### src/rtl/cache_pkg.sv
// Shared widths, op encoding and helpers for the set-associative cache.
package cache_pkg;

  localparam int DATA_W_DEF   = 16;
  localparam int TAG_W_DEF    = 5;
  localparam int INDEX_W_DEF  = 4;
  localparam int OFFSET_W_DEF = 2;
  localparam int WAYS_DEF     = 2;

  // Op code is {cmp, write}
  localparam logic [1:0] OP_ACC_RD = 2'b00;
  localparam logic [1:0] OP_ACC_WR = 2'b01;
  localparam logic [1:0] OP_CMP_RD = 2'b10;
  localparam logic [1:0] OP_CMP_WR = 2'b11;

  function automatic int clog2(input int v);
    int r;
    r = 0;
    while ((1 << r) < v) r++;
    return r;
  endfunction

endpackage

### src/rtl/cache_plru.sv
// Tree pseudo-LRU for one set: victim walk and touch update.
module cache_plru
  import cache_pkg::*;
#(
  parameter int WAYS  = 2,
  parameter int WAY_W = 1,
  parameter int NB    = 1
) (
  input  logic [NB-1:0]    tree_i,
  input  logic [WAY_W-1:0] way_i,
  output logic [WAY_W-1:0] victim_o,
  output logic [NB-1:0]    tree_o
);

  localparam int LVLS = clog2(WAYS);

  int vnode;
  int unode;

  // Heap order: children of node n are 2n+1 (lower) and 2n+2 (upper)
  always_comb begin
    victim_o = '0;
    tree_o   = tree_i;
    vnode    = 0;
    unode    = 0;
    for (int l = 0; l < LVLS; l++) begin
      victim_o[LVLS-1-l] = tree_i[vnode];
      vnode = 2 * vnode + 1 + int'(tree_i[vnode]);
    end
    for (int l = 0; l < LVLS; l++) begin
      tree_o[unode] = ~way_i[LVLS-1-l];
      unode = 2 * unode + 1 + int'(way_i[LVLS-1-l]);
    end
  end

endmodule

### src/rtl/cache_set_assoc.sv
// N-way set-associative cache storage with registered results,
// ack pulse, per-set tree PLRU and victim reporting.
module cache_set_assoc
  import cache_pkg::*;
#(
  parameter int DATA_W   = DATA_W_DEF,
  parameter int TAG_W    = TAG_W_DEF,
  parameter int INDEX_W  = INDEX_W_DEF,
  parameter int OFFSET_W = OFFSET_W_DEF,
  parameter int WAYS     = WAYS_DEF,
  parameter int WAY_W    = (WAYS > 1) ? clog2(WAYS) : 1
) (
  input  logic                clk,
  input  logic                reset,
  input  logic                enable,
  input  logic [INDEX_W-1:0]  index,
  input  logic [OFFSET_W-1:0] word,
  input  logic                cmp,
  input  logic                write,
  input  logic [TAG_W-1:0]    tag,
  input  logic [DATA_W-1:0]   data_in,
  input  logic                valid_in,
  input  logic [WAY_W-1:0]    way_in,
  output logic                hit,
  output logic                dirty,
  output logic [TAG_W-1:0]    tag_out,
  output logic [DATA_W-1:0]   data_out,
  output logic                valid,
  output logic [WAY_W-1:0]    way_out,
  output logic                ack
);

  localparam int SETS  = 1 << INDEX_W;
  localparam int WORDS = 1 << OFFSET_W;
  localparam int NB    = (WAYS > 1) ? WAYS - 1 : 1;

  logic [TAG_W-1:0]  tag_mem  [SETS][WAYS];
  logic [DATA_W-1:0] data_mem [SETS][WAYS][WORDS];

  logic [WAYS-1:0] valid_q [SETS];
  logic [WAYS-1:0] dirty_q [SETS];
  logic [NB-1:0]   plru_q  [SETS];

  logic [WAYS-1:0]  row_valid;
  logic [WAYS-1:0]  row_dirty;
  logic [WAYS-1:0]  hit_vec;
  logic             hit_any;
  logic [WAY_W-1:0] hit_way;
  logic             inv_any;
  logic [WAY_W-1:0] inv_way;
  logic [WAY_W-1:0] plru_victim;
  logic [WAY_W-1:0] victim;
  logic [WAY_W-1:0] sel_way;
  logic [NB-1:0]    plru_next;

  always_comb begin
    row_valid = valid_q[index];
    row_dirty = dirty_q[index];
    hit_vec   = '0;
    hit_way   = '0;
    inv_any   = 1'b0;
    inv_way   = '0;
    for (int w = 0; w < WAYS; w++) begin
      if (row_valid[w] && tag_mem[index][w] == tag) begin
        hit_vec[w] = 1'b1;
        hit_way    = WAY_W'(w);
      end
    end
    // Descending scan so the lowest invalid way wins
    for (int w = WAYS - 1; w >= 0; w--) begin
      if (!row_valid[w]) begin
        inv_any = 1'b1;
        inv_way = WAY_W'(w);
      end
    end
    hit_any = |hit_vec;
    victim  = inv_any ? inv_way : plru_victim;
    sel_way = cmp ? (hit_any ? hit_way : victim) : way_in;
  end

  cache_plru #(
    .WAYS  (WAYS),
    .WAY_W (WAY_W),
    .NB    (NB)
  ) u_plru (
    .tree_i   (plru_q[index]),
    .way_i    (sel_way),
    .victim_o (plru_victim),
    .tree_o   (plru_next)
  );

  logic wr_data;
  logic wr_tag;
  logic touch;
  logic set_dirty;

  always_comb begin
    wr_data   = 1'b0;
    wr_tag    = 1'b0;
    touch     = 1'b0;
    set_dirty = 1'b0;
    unique case ({cmp, write})
      OP_CMP_RD: touch = hit_any;
      OP_CMP_WR: begin
        touch     = hit_any;
        wr_data   = hit_any;
        set_dirty = hit_any;
      end
      OP_ACC_RD: touch = 1'b1;
      OP_ACC_WR: begin
        wr_data = 1'b1;
        wr_tag  = 1'b1;
        touch   = 1'b1;
      end
      default: ;
    endcase
  end

  logic [WAYS-1:0] valid_row_d;
  logic [WAYS-1:0] dirty_row_d;
  logic [NB-1:0]   plru_row_d;

  always_comb begin
    valid_row_d = row_valid;
    dirty_row_d = row_dirty;
    plru_row_d  = plru_q[index];
    if (wr_tag) begin
      valid_row_d[sel_way] = valid_in;
      dirty_row_d[sel_way] = 1'b0;
    end
    if (set_dirty) dirty_row_d[sel_way] = 1'b1;
    if (touch) plru_row_d = plru_next;
  end

  logic              hit_q, hit_d;
  logic              dirty_q_o, dirty_d_o;
  logic [TAG_W-1:0]  tag_out_q, tag_out_d;
  logic [DATA_W-1:0] data_out_q, data_out_d;
  logic              valid_o_q, valid_o_d;
  logic [WAY_W-1:0]  way_out_q, way_out_d;
  logic              ack_q, ack_d;

  // Outputs hold between requests; they report pre-op state
  always_comb begin
    hit_d      = hit_q;
    dirty_d_o  = dirty_q_o;
    tag_out_d  = tag_out_q;
    data_out_d = data_out_q;
    valid_o_d  = valid_o_q;
    way_out_d  = way_out_q;
    ack_d      = enable;
    if (enable) begin
      hit_d      = cmp & hit_any;
      dirty_d_o  = row_dirty[sel_way];
      tag_out_d  = tag_mem[index][sel_way];
      data_out_d = data_mem[index][sel_way][word];
      valid_o_d  = row_valid[sel_way];
      way_out_d  = sel_way;
    end
  end

  always_ff @(posedge clk or posedge reset) begin
    if (reset) begin
      valid_q    <= '{default: '0};
      dirty_q    <= '{default: '0};
      plru_q     <= '{default: '0};
      hit_q      <= 1'b0;
      dirty_q_o  <= 1'b0;
      tag_out_q  <= '0;
      data_out_q <= '0;
      valid_o_q  <= 1'b0;
      way_out_q  <= '0;
      ack_q      <= 1'b0;
    end else begin
      if (enable) begin
        valid_q[index] <= valid_row_d;
        dirty_q[index] <= dirty_row_d;
        plru_q[index]  <= plru_row_d;
      end
      hit_q      <= hit_d;
      dirty_q_o  <= dirty_d_o;
      tag_out_q  <= tag_out_d;
      data_out_q <= data_out_d;
      valid_o_q  <= valid_o_d;
      way_out_q  <= way_out_d;
      ack_q      <= ack_d;
    end
  end

  always_ff @(posedge clk) begin
    if (enable && wr_data) data_mem[index][sel_way][word] <= data_in;
    if (enable && wr_tag) tag_mem[index][sel_way] <= tag;
  end

  assign hit      = hit_q;
  assign dirty    = dirty_q_o;
  assign tag_out  = tag_out_q;
  assign data_out = data_out_q;
  assign valid    = valid_o_q;
  assign way_out  = way_out_q;
  assign ack      = ack_q;

endmodule

### config.mk
export PLATFORM = sky130hd
export DESIGN_NAME = cache_set_assoc
export DESIGN_NICKNAME = d
export VERILOG_FILES = /design/src/rtl/cache_pkg.sv /design/src/rtl/cache_plru.sv /design/src/rtl/cache_set_assoc.sv
export SDC_FILE = /design/constraint.sdc
export NUM_CORES = 2
export LEC_CHECK = 0
export CORE_ASPECT_RATIO = 1.2
export CORE_MARGIN = 4
export CORE_UTILIZATION = 30
export DETAILED_ROUTE_END_ITERATION = 8
export HOLD_SLACK_MARGIN = 0.1
export PLACE_DENSITY = 0.46
export RECOVER_POWER = 100
export SLEW_MARGIN = 5
export SYNTH_ARGS = -nofsm -noshare
export SYNTH_HDL_FRONTEND = slang
export SYNTH_SLANG_ARGS = --single-unit
export TNS_END_PERCENT = 10
### constraint.sdc
create_clock -name clk -period 10.1 [get_ports clk]
set_clock_uncertainty 0.2 [all_clocks]
set_input_delay 2.02 -clock clk [delete_from_list [all_inputs] [get_ports clk]]
set_output_delay 2.02 -clock clk [all_outputs]
set_load 0.1 [all_outputs]
---- Yosys cells after proc, flatten, opt, wreduce, memory -nomap -nowiden ----
Memories as Yosys holds them, arrays and structs flattened.
Index checks and enable logic that the tools add are counted.
cells by class
  add/subtract/negate cells ............... 0
  $mul .................................... 0
  divide/modulo/power cells ............... 0
  $lt $le $gt $ge ......................... 8
  equal/unequal tests ..................... 5
  shifts and indexed selects .............. 0
  mux-type cells .......................... 58
  bitwise logic cells ..................... 8
  reductions and logical operators ........ 12
operator list
  cell                  number
  $mux W64              4
  $mux W128             1
  $bwmux W32            2
  $demux W64 S1         1
  $mux W16              3
  $bmux W16 S2          1
  $demux W16 S2         1
  $mux W1               21
  $mux W5               4
  $bmux W2 S4           2
  $bwmux W16            1
  $mux W2               8
  $eq A5 B5 Y1          2
  $mux W10              1
  $demux W2 S4          1
  $logic_and A1 B1 Y1   8
  $reduce_or A2 Y1      3
  $demux W5 S1          1
  $ge A5 B5 Y1 const B  1
  $lt A5 B1 Y1 const B  1
  $not A4 Y5            1
  $bmux W1 S4           1
  $demux W1 S4          1
  $eq A2 B2 Y1 const B  2
  18 further kinds      19
storage, ports and cells
  flip-flop bits (word level) ............. 106
  latch bits .............................. 0
  bits in writable memories ............... 2,208
  memory bits (read-only) ................. 0
  word-level logic and storage cells ...... 148
  memories kept ........................... 2
memories
  memory    depth  width  rd ports  clocked after Yosys merged registers in  write ports  line                   source
  data_mem  16     128    1         0                                        1            cache_set_assoc.sv:38  logic [DATA_W-1:0] data_mem [SETS][WAYS][WORDS];
  tag_mem   16     10     1         0                                        1            cache_set_assoc.sv:37  logic [TAG_W-1:0] tag_mem [SETS][WAYS];

---- Logic depth before layout (Yosys ltp) ----
  depth in word-level cells ............... 19
  depth in mapped cells ................... 12
  mapped depth without buffers ............ 7

---- Hierarchy ----
From an unflattened synthesis, not the netlist that was laid out.
second synthesis, totals
  cells, all modules ...................... 3,875
  area total of the unflattened synthesis .. 89,846.2 µm²
modules (own cells, without submodules)
  module           times used  cells each  area each (µm²)
  cache_set_assoc  1           3,873       89,834.9
  cache_plru       1           2           11.3

---- Least setup slack after synthesis ----
OpenSTA, ideal clock, no wires.
  path kind ............................... input to register
  from .................................... in index[1]
  to ...................................... mem data_mem[4][100] in the netlist's numbering (enable)
  arrival time ............................ 6.061 ns
  path slack .............................. 3.409 ns
  stages on the path ...................... 11
  path buffers ............................ 4
  cell sequence ........................... buf_4 -> buf_2 -> mux4_2 -> mux4_2 -> xnor2_1 -> o21ai_1 -> nor4_4 -> o21ai_1 -> buf_2 -> buf_2 -> nor4_1
on the way
  word-level cells in the longest chain between the ends .. 15
RTL lines
  what                                                                       line                                          source
  start: declaration                                                         cache_set_assoc.sv:16                         input logic [INDEX_W-1:0] index,
  $not A4 Y5 (implied by the code)                                           cache_set_assoc.sv:57, cache_set_assoc.sv:86
  $bmux W2 S4                                                                cache_set_assoc.sv:57                         row_valid = valid_q[index];
  $mux W2 (implied by the code) (2 in a row)                                 cache_set_assoc.sv:57
  $mux W1 / $logic_and A1 B1 Y1 (equally long branches)                      cache_set_assoc.sv:71, cache_set_assoc.sv:64
  $mux W1 (on tied branches)                                                 cache_set_assoc.sv:71, cache_set_assoc.sv:64
  $mux W1 / $reduce_or A2 Y1 (equally long branches)                         cache_set_assoc.sv:77, cache_set_assoc.sv:76
  $mux W1 (2 in a row)                                                       cache_set_assoc.sv:78                         sel_way = cmp ? (hit_any ? hit_way : victim) : way_in;
  $not A1 Y2 (implied by the code)                                           cache_set_assoc.sv:191                        if (enable && wr_data) data_mem[index][sel_way][word] <= data_in;
  $ge A2 B2 Y1 (implied by the code) / $lt A2 B1 Y1 (equally long branches)  cache_set_assoc.sv:191
  $logic_and A1 B1 Y1 (implied by the code)                                  cache_set_assoc.sv:191
  $mux W64 (implied by the code)                                             cache_set_assoc.sv:191
  $demux W64 S1                                                              cache_set_assoc.sv:191
  $mux W128 (implied by the code)                                            cache_set_assoc.sv:191
  end: declaration                                                           cache_set_assoc.sv:38
Several ways; a longest one is shown, not always the timed one. The select of a mux whose other input is x is not followed.

---- Worst setup path after layout ----
  from .................................... in index[1]
  to ...................................... mem data_mem[9][1] in the netlist's numbering (enable)
Same word-level chain as after synthesis.

==> reports/qor.yml <==
cp_slowest_cell: "clkbuf_1"
initial_core_util_pct: 30.09
yosys_warnings: 0
drive_gt1_share_pct: 28.80
cp-start-kind: "input port"
placementRows: 220
worstReg2RegStart: "tag_mem[1][0]"
synth_seq_area_share_pct: 76.66
status: "finished with violations"
hold_path_class: "reg -> reg"
drt_iter0_markers: 3758
die_area_sq_mm: 0.3087
cts-root-buf: "clkbuf_16"
peakVddDrop_mv: 0.1583
fp.dieH_microns: 607.8
max_freq_ghz: 0.1227
crit_path_end_kind: "flip-flop"
max_cap_viol_count: 73
gr-total-overflow: 0
netlist_area_sq_mm: 0.08995
num_vias: 40900
vias_per_cell: 4.951
port_buffers: 59
synth_top_flop_cell: "edfxtp_1"
h-tree-depth: 4
wl_microns: 248200
drc: 0
slew_headroom_pct: -231.8
async_flop_share_pct: 4.581
crit_top_cell: "clkbuf_1"
holdPathEnd: "valid_q[26]"
clock_sinks: 2314
cts_tree: "yes"
pwr_density_cell_mw_per_mm2: 202.0
final_net_count: 4105
rsz0062_at_grt: "no"
clk_pin_slew_worst_paths_ns: 0.06
ant_nets: 0
timing.setup.tns_ns: 0
clock_latency_ns: 0.88
antenna_found_initial: 14
yosysUniqueCellTypes: 48
criticalPathCategory: "in -> reg"
hpwl_microns: 145200
gp_congestion: 0.7550
setup_violations: 0
final_cell_area_sq_mm: 0.1031
grt_max_degree: 108
worstMarginPinSlew_ns: 4.977
io-pin-count: 60
violations: "capacitance limit, slew limit"
path_buf_inv: 5
cts_buffers: 231
wl_per_cell_microns: 30.05
syn_inst: 3820
cts_setup_buffers: 0
synth_top_area_share_pct: 73.71
holdPathStages: 2
max_stage_delay_ns: 1.58
synth_area_leaders: "edfxtp_1, mux4_2, dfrtp_1"
hold_buffers: 0
avgSynthCellArea_sq_um: 23.55
dr.pass1.iters: 5
slew_violations: 2855
crit_chain: "buf_8, clkbuf_1, mux4_2, mux2i_1, mux2i_1, nand3_1, o41ai_1, clkbuf_1, o21ai_4, buf_4, nor3_2, clkbuf_1"
cts_resized: 0
critical_path_required_ns: 10.38
grt_pass1_vias: 42960
crit_family: "buffers and inverters"
fin_crit_ns: 8.151
post-synth-top-area-cell: "edfxtp_1"
regToRegEndpoint: "data_mem[9][1]"
synth_top_cells_by_count: "edfxtp_1, mux4_2, clkbuf_1, dfrtp_1, buf_2"
critPathMaxFanout: 69
cp.arrival_ns: 8.43
clockBufferDepth: 4
yosysMostFrequentCell: "edfxtp_1"
crit_cells: 12
rrSetupSlack_ns: 4.87
synth-seq-cells: 2314
min_from: "valid_q[26]"
fin_crit_sh_pct: 80.70
reg2reg_depth: 10
finalHoldViolCount: 0
area_growth_pct: 14.62
syn_nets: 3854
grt_use_total_pct: 15.84
synth_edf_count: 2208
p_leak_uw: 0.03136
die_x_microns: 507.9
coreArea_sq_mm: 0.2989
placed_area_sq_mm: 0.09679
grt_first_pass_wirelength_microns: 348000
placed cells by master, fill, tap and decap left out, types with 52 or more instances in the layout:
master	n
buf_4	65
clkbuf_1	198
clkbuf_16	235
dfrtp_1	106
edfxtp_1	2208
mux4_2	738
nand2_1	69
nor2_1	52
nor3_1	58
nor4_1	59
kinds of logic (layout without fill, tap and decap cells):
logic type / after synthesis / count (layout) / share of synthesized area [%]
flip-flops: 2314 / 2314 / 76.66
multiplexers: 785 / 785 / 19.05
AND/OR/NAND/NOR: 319 / 319 / 1.940
buffers and inverters: 269 / 710 / 1.291
AO/OA/AOI/OAI: 127 / 127 / 0.9945
XOR/XNOR: 6 / 6 / 0.06677
other: 0 / 4 / 0
layer usage:
metal	vias to the layer above	share of wire [%]	track usage [%]
met5	-	0.0081	0
met3	319	4.9	2.656
met2	928	52	27.64
li1	16960	-	-
met1	22690	40	20.48
met4	2	2.6	3.992
how the worst max path moves through the flow:
| stage | to | slack, ns | start |
|---|---|---|---|
| 5_1_grt | data_mem[15][113] | 1.61 | index[1] |
| 2_1_floorplan | data_mem[4][100] | 3.41 | index[1] |
| 3_5_place_dp | data_mem[15][40] | 2.51 | index[1] |
| 3_3_place_gp | data_mem[6][46] | 2.54 | index[1] |
| 4_1_cts | data_mem[15][47] | 3.42 | index[1] |
| 6_report | data_mem[9][1] | 1.95 | index[1] |
registers in the layout (all words and copies together) (netlist names):
| register | flops |
|---|---|
| valid_q | 32 |
| dirty | 1 |
| data_mem | 2048 |
| valid | 1 |
| hit | 1 |
| data_out | 16 |
| tag_mem | 160 |
| ack | 1 |
| tag_out | 5 |
| dirty_q | 32 |
| plru_q | 16 |
| way_out | 1 |
per-stage QoR:
step                setup slack, ns  hold slack, ns  instances  total power, uW  util [%]
floorplan                     3.409          0.2446       3820            11700         -
CTS                           3.418          0.2783       8257            21140     34.91
detailed placement            2.512          0.2646       7834            12390     32.38
global route                  1.612          0.2991       8258            21540     34.49
finish                        1.949          0.2778       8261            20820     34.49
global placement              2.543          0.2591       7834            12380     32.38
power breakdown:
part,internal [uW],switching (uW)
clock network,5060,3640
logic,467,961
registers,10600,62.2
total,16200,4670
layout make-up:
cell class | instances | area [sq um]
fill | 27910 | 195800
sequential | 2314 | 68960
multi-input combinational | 1237 | 19950
clock buffer | 279 | 6083
tap | 3996 | 5000
timing repair buffer | 261 | 1535
clock inverter | 144 | 1478
inverter | 26 | 98.84
antenna | 4 | 10.01
tightest hold or removal path, stage by stage, from the launching register on:
cell and delay (ns):
dfrtp_1 0.34, nand2_1 0.05, o21ai_0 0.06
Power figures use the tool's default switching activity.
